--- config.mk ---
export PLATFORM = sky130hd
export DESIGN_NAME = cnt_gate_scheduler
export DESIGN_NICKNAME = d
export VERILOG_FILES = /design/src/rtl/cnt_gate_scheduler.sv
export SDC_FILE = /design/constraint.sdc
export NUM_CORES = 1
export LEC_CHECK = 0
export CAP_MARGIN = 20
export CORE_MARGIN = 4
export CORE_UTILIZATION = 25
export CTS_CLUSTER_SIZE = 12
export DETAILED_ROUTE_END_ITERATION = 10
export GPL_ROUTABILITY_DRIVEN = 0
export HOLD_SLACK_MARGIN = 0.12
export SLEW_MARGIN = 25
export SYNTH_ARGS = -nofsm -noshare
export SYNTH_HDL_FRONTEND = slang
export SYNTH_SLANG_ARGS = --single-unit
--- constraint.sdc ---
create_clock -name i_clk -period 5 [get_ports i_clk]
set_input_delay 1.5 -clock i_clk [delete_from_list [all_inputs] [get_ports i_clk]]
set_output_delay 1.5 -clock i_clk [all_outputs]
set_load 0.02 [all_outputs]
--- src/rtl/cnt_gate_scheduler.sv ---
// cnt_gate_scheduler: frames the counter bank through CLEAR/GATE/SETTLE/CAPTURE and freezes counts for SPI readout.
// Latency: all outputs registered; frame = CLR_CYCLES + max(gate,1) + SETTLE_CYCLES + 1 cycles with SPI idle.
// Backpressure: CAPTURE stalls while i_ssel_n is low; PRS_SAT_DETECT_EN adds all-ones saturation flags.
module cnt_gate_scheduler #(
    parameter int NUMBER_OF_COUNTERS = 16,
    parameter int COUNTERS_WIDTH     = 8,
    parameter int GATE_WIDTH         = 16,
    parameter int CLR_CYCLES         = 32,
    parameter int SETTLE_CYCLES      = 32
) (
    input  logic                                         i_clk,
    input  logic                                         i_rst,
    input  logic                                         i_run,
    input  logic [GATE_WIDTH-1:0]                        i_gate_len,
    input  logic [NUMBER_OF_COUNTERS-1:0]                i_chan_mask,
    input  logic                                         i_ssel_n,
    input  logic [NUMBER_OF_COUNTERS*COUNTERS_WIDTH-1:0] i_cnt_data,
    output logic [NUMBER_OF_COUNTERS-1:0]                o_cnt_en,
    output logic                                         o_cnt_rst,
    output logic [NUMBER_OF_COUNTERS*COUNTERS_WIDTH-1:0] o_snapshot,
    output logic                                         o_snap_valid,
    output logic [7:0]                                   o_frame_cnt,
    output logic [NUMBER_OF_COUNTERS-1:0]                o_sat,
    output logic                                         o_busy
);
    localparam int N      = NUMBER_OF_COUNTERS;
    localparam int W      = COUNTERS_WIDTH;
    localparam int CLR_W  = $clog2(CLR_CYCLES);
    localparam int SET_W  = $clog2(SETTLE_CYCLES);
    localparam int MAX_CS = (CLR_W > SET_W) ? CLR_W : SET_W;
    localparam int CW     = (GATE_WIDTH > MAX_CS) ? GATE_WIDTH : MAX_CS;

    localparam logic [CW-1:0] ONE      = CW'(1);
    localparam logic [CW-1:0] CLR_LOAD = CW'(CLR_CYCLES - 1);
    localparam logic [CW-1:0] SET_LOAD = CW'(SETTLE_CYCLES - 1);

    typedef enum logic [2:0] {IDLE, CLEAR, GATE, SETTLE, CAPTURE} state_t;

    state_t         state;
    logic [CW-1:0]  phase_cnt;
    logic [N-1:0]   mask;
    logic [CW-1:0]  gate_load;

    // Phase counter holds remaining cycles minus one; a zero gate length behaves as one.
    always_comb begin
        gate_load = '0;
        if (i_gate_len != '0)
            gate_load = CW'(i_gate_len) - ONE;
    end

`ifdef PRS_SAT_DETECT_EN
    logic [N-1:0] sat_next;

    always_comb begin
        sat_next = '0;
        for (int i = 0; i < N; i++)
            sat_next[i] = &i_cnt_data[W*i +: W];
    end
`else
    assign o_sat = '0;
`endif

    always_ff @(posedge i_clk) begin
        if (i_rst) begin
            state        <= IDLE;
            phase_cnt    <= '0;
            mask         <= '0;
            o_cnt_en     <= '0;
            o_cnt_rst    <= 1'b0;
            o_snapshot   <= '0;
            o_snap_valid <= 1'b0;
            o_frame_cnt  <= '0;
            o_busy       <= 1'b0;
`ifdef PRS_SAT_DETECT_EN
            o_sat        <= '0;
`endif
        end else begin
            o_snap_valid <= 1'b0;
            case (state)
                IDLE: begin
                    if (i_run) begin
                        state     <= CLEAR;
                        mask      <= i_chan_mask;
                        phase_cnt <= CLR_LOAD;
                        o_cnt_rst <= 1'b1;
                        o_busy    <= 1'b1;
                    end
                end
                CLEAR: begin
                    if (phase_cnt == '0) begin
                        state     <= GATE;
                        phase_cnt <= gate_load;
                        o_cnt_rst <= 1'b0;
                        o_cnt_en  <= mask;
                    end else begin
                        phase_cnt <= phase_cnt - ONE;
                    end
                end
                GATE: begin
                    if (phase_cnt == '0) begin
                        state     <= SETTLE;
                        phase_cnt <= SET_LOAD;
                        o_cnt_en  <= '0;
                    end else begin
                        phase_cnt <= phase_cnt - ONE;
                    end
                end
                SETTLE: begin
                    if (phase_cnt == '0) begin
                        state     <= CAPTURE;
                        phase_cnt <= '0;
                    end else begin
                        phase_cnt <= phase_cnt - ONE;
                    end
                end
                CAPTURE: begin
                    // Snapshot is frozen while an SPI transfer is in flight.
                    if (i_ssel_n) begin
                        o_snapshot   <= i_cnt_data;
                        o_frame_cnt  <= o_frame_cnt + 8'd1;
                        o_snap_valid <= 1'b1;
`ifdef PRS_SAT_DETECT_EN
                        o_sat        <= sat_next;
`endif
                        if (i_run) begin
                            state     <= CLEAR;
                            mask      <= i_chan_mask;
                            phase_cnt <= CLR_LOAD;
                            o_cnt_rst <= 1'b1;
                        end else begin
                            state     <= IDLE;
                            phase_cnt <= '0;
                            o_busy    <= 1'b0;
                        end
                    end
                end
                default: begin
                    state     <= IDLE;
                    phase_cnt <= '0;
                    o_cnt_en  <= '0;
                    o_cnt_rst <= 1'b0;
                    o_busy    <= 1'b0;
                end
            endcase
        end
    end
endmodule

# [Yosys cells after proc, flatten, opt, wreduce, memory -nomap -nowiden]
# Index checks and enable logic that the tools add are counted.
[word_totals] ff_bits=190 inputBits=164 out_inout_bits=171
[op_classes] add_sub_neg=3 eq_ne=10 n_mux=30 n_bitwise=4 reduce_logical=15
[ops] operator="two-way mux 16 bit" count=10
[ops] operator="case mux 16 bit (5 select lines)" count=1
[ops] operator="case mux 16 bit (3 select lines)" count=1
[ops] operator="case mux 16 bit (2 select lines)" count=1
[ops] operator="subtractor 16 x 1 -> 16 bit (second input constant)" count=2
[ops] operator="logical NOT 16 bit" count=1
[ops] operator="nonzero test 16 bit" count=1
[ops] operator="two-way mux 3 bit" count=5
[ops] operator="case mux 3 bit (5 select lines)" count=1
[ops] operator="inequality test 2 bit (second input constant)" count=6
[ops] operator="adder 8 x 1 -> 8 bit (second input constant)" count=1
[ops] operator="two-way mux 1 bit" count=8
[ops] operator="== test 3 x 2 -> 1 bit (second input constant)" count=2
[ops] operator="AND reduction 2 bit" count=3
[ops] operator="AND reduction 3 bit" count=2
[ops] operator="OR reduction 3 bit" count=2
[ops] operator="two-way mux 5 bit" count=1
[ops] operator="AND reduction 5 bit" count=1
[ops] operator="inverter 1 bit" count=4
[ops] operator="case mux 1 bit (4 select lines)" count=1
[ops] operator="AND reduction 4 bit" count=1
[ops] operator="OR reduction 2 bit" count=2
[ops] operator="== test 3 x 1 -> 1 bit (second input constant)" count=1
[ops] operator="== test 3 bit (second input constant)" count=1
[ops] operator="other kinds (3)" count=3

# [Depth between registers and ports, before layout]
# Gate-level depths: netlist of run 1.
[logic_depth] ltp_word=4 mapped_depth=8 mapped_depth_nobuf=7

# [Worst setup path before layout of run 1]
# No wires, ideal clock.
[synth_timing] path_kind="input to register" from="input port i_gate_len[0]" to="register phase_cnt[11]" t_arrival_ns=3.150 slack_ns=1.718 cell_stages=8 path_buffers=1 cell_sequence="inv_1 ha_1 or4b_2 nor4_4 and4bb_4 buf_6 a22oi_1 a21oi_1"
[synth_between] elab_chain_len=4 word_cells_on_any_way=5 cone_classes="add/sub: 1; mux: 3; reduce/logical: 1"
[synth_lines] element="from (decl)" line="14" text="input logic [GATE_WIDTH-1:0] i_gate_len,"
[synth_lines] element="subtractor 16 x 1 -> 16 bit or nonzero test 16 bit (tied branches)" line="48, 47"
[synth_lines] element="two-way mux 16 bit (*)" line="47" text="if (i_gate_len != '0)"
[synth_lines] element="two-way mux 16 bit (*)" line="90" text="if (phase_cnt == '0) begin"
[synth_lines] element="case mux 16 bit (5 select lines) (*)" line="79" text="case (state)"
[synth_lines] element="to (signal assigned)" line="92" text="phase_cnt <= gate_load;"
[synth_lines] element="to (signal assigned)" line="96" text="phase_cnt <= phase_cnt - ONE;"
[synth_lines] element="to (signal assigned)" line="105" text="phase_cnt <= phase_cnt - ONE;"
[synth_lines] element="to (decl)" line="40" text="logic [CW-1:0] phase_cnt;"
# Mark *: on every way between the ends. The rest lies on a longest branch, timed or not.
# A chain may end at the register's enable or synchronous reset.

# [Worst setup path after layout of run 1]
[layout_timing] from="input port i_gate_len[0]" to="register phase_cnt[7]"
# Same word-level chain as after synthesis.

==> run metrics, run 1 <==
Worst-Margin Slew=0.980 ns; Die Span Y=184 um; initial antenna violation count=1; post-DP HPWL=17.9 mm; Crit path max-delay family=simple AND/OR/NAND/NOR gates; clk_skew=0.0102 ns; vias per inst=4.53; Starting Density=0.254; min Tclk post-route=3.48 ns; CTS tree=built; PD cells=301 nW/um^2; CTS buffer count=17; chip width=184 um; vias in the first global route=7333; WL/cell=15.4 um; sequential area share after synthesis=0.490; slowest cell delay on critical path=0.62 ns; postcts setup bufs=0; CP max-delay cell=or4b_2; largest net degree at the start of global routing=125; port bufs=318; most common cell after layout, fill and taps aside=nand2_1; Worst Hold Path EP=o_snapshot[26]; number of distinct library cells after synthesis=56; final setup fails=0; area of the core=30600 sq um; Worst setup SP type=primary input; Total GRT Usage=0.146; FF-to-FF End=o_cnt_en[6]; Worst Setup End Kind=flop; die area=33900 sq um; Reg2Reg Setup Slack=2.28 ns; worst hold start=o_snapshot[26]; Placed Instance Area=11200 sq um; Post-synth EDFFs=0; Final nets=1426; total grt overflow=0; syn_area_per_cell=7.89 sq um; Max H-tree Level=4; drt pass-1 iters=4; unrepaired setup endpoints after global routing=no; maximum vdd ir drop=0.201 mV; hold path depth=2; clk root buf=clkbuf_16; final hold violations=0; DRC violation count after routing=0; Clock Latency Late Sink=0.45 ns; depth of the most critical reg-to-reg path=5; run status=finished, final reports clean; area leader, netlist=dfxtp_1; number of max-cap violations=0; Hold-fix buffers, CTS=0; Synth top area share=0.490; initial DRC count=292; clock tree buffer depth=2; global-route wire length before repair=39.4 mm; final instance area=11800 sq um; post-CTS sizing=0; Rel. slew slack=0.344; DRT antenna net count=0; dpl cells=1635; Worst EP arrival=3.79 ns; max frequency=287 MHz; Synth Flop Type=dfxtp_1; fin cells=1667; crit share post-route=0.696; setup tns final=0 ns; CP max FO=13; Setup CP Type=primary input to flop; Ant. Diodes=0; num ports=335; total number of vias=7551; Lkg Pwr=3.92 nW; Syn Inst Count=984; num rows=64; Synth Cell Area=7760 sq um; Worst Hold Class=flop to flop; Cell Chain, Critical Path=clkdlybuf4s50_1 -> inv_1 -> ha_1 -> or4b_2 -> nor4_4 -> and4bb_4 -> a221oi_1 -> a21oi_1; Post-synth ARST share=0; FF+latch count, synth=190; worst r2r src=phase_cnt[7]; clock sink total=190; layout cells sized above 1=0.0441; final WL=25.7 mm; most frequent cells in the layout=nand2_1, clkdlybuf4s50_1, dfxtp_1; CTS clock-pin slew for the worst setup and hold paths=0.08 ns; Worst EP required=5.31 ns; fin. max-slew vios=0; Crit path buffers/inverters=2; synth top area cells=dfxtp_1, nand2_1, a21oi_1; Area growth syn-to-layout=52.4%; Ys Warns=0
-- layer usage --
metal / vias to the layer above / global-route usage / wire length, um
met2: 262 / 0.232 / 11800
li1: 3794 / - / -
met1: 3459 / 0.173 / 10700
met5: - / 0 / 12
met4: 2 / 0.0494 / 548
met3: 34 / 0.0689 / 2690
-- kinds of logic after synthesis --
group           Yosys count  share of synthesized area
other cells               1                   0.000483
buf+inv                  93                     0.0545
simple gates            439                      0.248
flops                   190                      0.490
xor+xnor                 22                     0.0248
mux                      16                     0.0206
fa+ha+maj                 4                    0.00645
compound gates          219                      0.155
-- where the power goes --
part | leakage, nW | internal, mW | switching [mW]
logic | 2.09 | 0.260 | 0.292
clock network | 0.293 | 0.717 | 0.683
registers | 1.54 | 1.55 | 0.0546
-- sequential cells by signal (all words and copies together), names as in the netlist --
signal	cells
o_cnt_rst	1
mask	16
o_busy	1
o_cnt_en	16
o_frame_cnt	8
state	3
phase_cnt	16
o_snapshot	128
o_snap_valid	1
-- worst max path at each step --
stage / startpoint / to / slack [ns] / cells after the start
final: i_gate_len[0] / phase_cnt[7] / 1.52 / 8
after CTS: i_gate_len[0] / phase_cnt[7] / 1.54 / 8
after floorplan: i_gate_len[0] / phase_cnt[11] / 1.72 / 8
after detailed placement: i_gate_len[0] / phase_cnt[7] / 1.06 / 8
after global routing: i_gate_len[0] / phase_cnt[7] / 1.33 / 8
after global placement: i_gate_len[0] / phase_cnt[7] / 1.09 / 8
-- layout make-up --
cell class,instances,area (sq um)
Sequential cell,190,3800
Fill cell,3159,18800
Timing Repair Buffer,326,3270
Multi-Input combinational cell,716,3630
Inverter,7,26.3
Clock buffer,17,425
Tap cell,396,495
Clock inverter,15,175
-- Yosys cell counts, types with 5 or more instances --
| cell | instances |
|---|---|
| a211oi_1 | 5 |
| inv_1 | 7 |
| o21ai_0 | 19 |
| mux2i_1 | 16 |
| xor2_1 | 16 |
| xnor2_1 | 6 |
| a21oi_1 | 161 |
| nand2b_1 | 23 |
| nor3_1 | 10 |
| nand2_1 | 322 |
| buf_4 | 17 |
| nor2_1 | 31 |
| nor4_1 | 10 |
| nand3_1 | 6 |
| clkbuf_1 | 62 |
| dfxtp_1 | 190 |
| a31oi_1 | 9 |
-- per-stage QoR --
step | power, mW | hold WS [ns] | utilization | setup WS [ns]
2_1_floorplan | 1.96 | 0.437 | - | 1.72
3_3_place_gp | 2.19 | 0.441 | 0.367 | 1.09
3_5_place_dp | 2.19 | 0.446 | 0.367 | 1.06
4_1_cts | 3.62 | 0.457 | 0.387 | 1.54
5_1_grt | 3.74 | 0.469 | 0.387 | 1.33
6_report | 3.56 | 0.453 | 0.387 | 1.52
-- worst register-to-register path, stage by stage, from the launching register on --
cell     delay [ns]
dfxtp_1        0.38
nor4_1         0.63
and4_1         0.60
a21oi_1        0.19
nor2_4         0.56
mux2i_1        0.28
Power figures use the tool's default switching activity.
==> run 2, diff against run 1 <==
==> constraint.sdc (replaced) <==
create_clock -name i_clk -period 3.33 [get_ports i_clk]
set_input_delay 0.999 -clock i_clk [delete_from_list [all_inputs] [get_ports i_clk]]
set_output_delay 0.999 -clock i_clk [all_outputs]
set_load 0.02 [all_outputs]
==> run 2 against run 1 <==
Compared with the run above:
- first-iteration DRC count increased by 11%
- sequential cell count unchanged
- final area increased by 1.2%
- clock power increased by 51%
- non-clock buffer count increased by 15
- count of clock-buffer cells in the layout increased by 2
- routed wire length increased by 0.70%
- worst setup slack got worse by 1.1 ns
- critical endpoint unchanged
==> run metrics, run 2 (synthesis gave the netlist of run 1 again) <==
Top reg by flops=o_snapshot; Final Worst Setup Slack=0.424 ns (-1.10 ns); Rel. slew slack=0.451 (+0.107); clk root buf=clkbuf_16; final setup fails=0 (unchanged); Ant. Diodes=0 (unchanged); clock sink total=190 (unchanged); Setup CP Type=primary input to flop; clk_skew=0.0152 ns (+0.00498 ns); final WL=25.9 mm (+0.70%); initial DRC count=325 (+11%); crit share post-route=0.873; Worst setup SP type=primary input; total grt overflow=0 (unchanged); area of the core=30600 sq um (unchanged); min Tclk post-route=2.91 ns; number of max-cap violations=0 (unchanged); final hold violations=0 (unchanged); slowest cell delay on critical path=0.64 ns (+0.02 ns); largest net degree at the start of global routing=118 (-5.6%); port bufs=318 (unchanged); most frequent cells in the layout=nand2_1, clkdlybuf4s50_1, dfxtp_1; total number of vias=7668 (+1.5%); CTS tree=built; Hold-fix buffers, CTS=0 (unchanged); Worst EP required=3.65 ns (-1.66 ns); num rows=64 (unchanged); vias in the first global route=7333 (unchanged); Die Span Y=184 um (unchanged); Worst EP arrival=3.22 ns (-0.57 ns); Starting Density=0.254 (unchanged); postcts setup bufs=0 (unchanged); Worst-Margin Slew=0.822 ns (-0.158 ns); global-route wire length before repair=39.7 mm (+0.89%); max frequency=344 MHz; final core occ=0.391 (+0.00458); post-CTS sizing=0 (unchanged); layout cells sized above 1=0.0544 (+0.0104); CTS buffer count=17 (unchanged); Lkg Pwr=3.99 nW (+1.8%); Max H-tree Level=4 (unchanged); CTS clock-pin slew for the worst setup and hold paths=0.07 ns (about the same); vias per inst=4.56 (+0.64%); unrepaired setup endpoints after global routing=no; WHS=0.453 ns (-0.0000630 ns); dpl cells=1650 (+0.92%); Clock Latency Late Sink=0.45 ns (about the same); DRC violation count after routing=0 (unchanged); num ports=335 (unchanged); Area growth syn-to-layout=54.2%; run status=finished, final reports clean; post-DP HPWL=18.5 mm (+3.1%); maximum vdd ir drop=0.357 mV (+78%); chip width=184 um (unchanged); most common cell after layout, fill and taps aside=nand2_1; post-place setup slack=-0.0173 ns (-1.07 ns); fin cells=1682 (+0.90%); fin. max-slew vios=0 (unchanged); CP max FO=8 (-5); Worst Hold Class=flop to flop; drt pass-1 iters=5 (+1); Final nets=1441 (+1.1%); DRT antenna net count=0 (unchanged); PD cells=450 nW/um^2 (+49%); Largest register FFs=128 (unchanged); die area=33900 sq um (unchanged); Total GRT Usage=0.146 (+0.000536); Placed Instance Area=11400 sq um (+1.3%); initial antenna violation count=0 (-1); WL/cell=15.4 um (-0.20%); clock tree buffer depth=2 (unchanged); Cell Chain, Critical Path=clkdlybuf4s50_1 -> inv_1 -> ha_1 -> or4b_2 -> nor4_4 -> and4bb_4 -> a221oi_1 -> a21oi_1; Worst Setup End Kind=flop; fill cell count=3122 (-1.2%); CP max-delay cell=or4b_2; final instance area=12000 sq um (+1.2%)
## run 2: cell types whose count changed in the layout (fill, tap and decap cells not counted), sizes merged
cell / before / now
clkinvlp: 1 / 5
clkinv: 6 / 1
clkbuf: 17 / 19
inv: 14 / 12
bufinv: 1 / 2
buf: 9 / 24
## run 2: per-layer routing
| metal | wire length, um | vias up | GRT usage |
|---|---|---|---|
| met5 | 0 | - | 0 |
| met2 | 11800 | 271 | 0.231 |
| met4 | 442 | 0 | 0.0485 |
| li1 | - | 3820 | - |
| met1 | 11100 | 3553 | 0.178 |
| met3 | 2600 | 24 | 0.0661 |
## run 2: critical path, delay by kind of cell
kind	cells	cell delay, ns
compound gates	2	0.35
fa+ha+maj	1	0.14
buf+inv	2	0.54
simple gates	3	1.19
## run 2: metrics by stage
| step | total power [mW] | TNS [ns] |
|---|---|---|
| after floorplan | 2.94 | 0 |
| after global placement | 3.30 | 0 |
| after detailed placement | 3.31 | -0.0216 |
| after CTS | 5.45 | 0 |
| after global routing | 5.63 | 0 |
| final | 5.38 | 0 |
## run 2: power breakdown
group	switching, mW	internal, mW
clock network	0.963	1.14
logic	0.446	0.407
registers	0.0838	2.34
## run 2: path summary, 6_finish.rpt
kind / slack, ns / depth (start not counted) / to / from
worst max-delay path: 0.42 / 8 / phase_cnt[7] / i_gate_len[1]
worst min-delay path: 0.45 / 2 / o_snapshot[123] / o_snapshot[123]
worst max register to register: 0.86 / 6 / o_cnt_en[3] / phase_cnt[7]
worst min register to register: 0.45 / 2 / o_snapshot[123] / o_snapshot[123]
## run 2: final cells by class
type                       count  area [sq um]  share of cell area
timing repair buffer         341          3420               0.286
clock inverter                13           153              0.0128
inverter                       7          26.3             0.00220
clock buffer                  19           443              0.0370
tap                          396           495              0.0414
multi-input combinational    716          3620               0.303
sequential                   190          3800               0.318
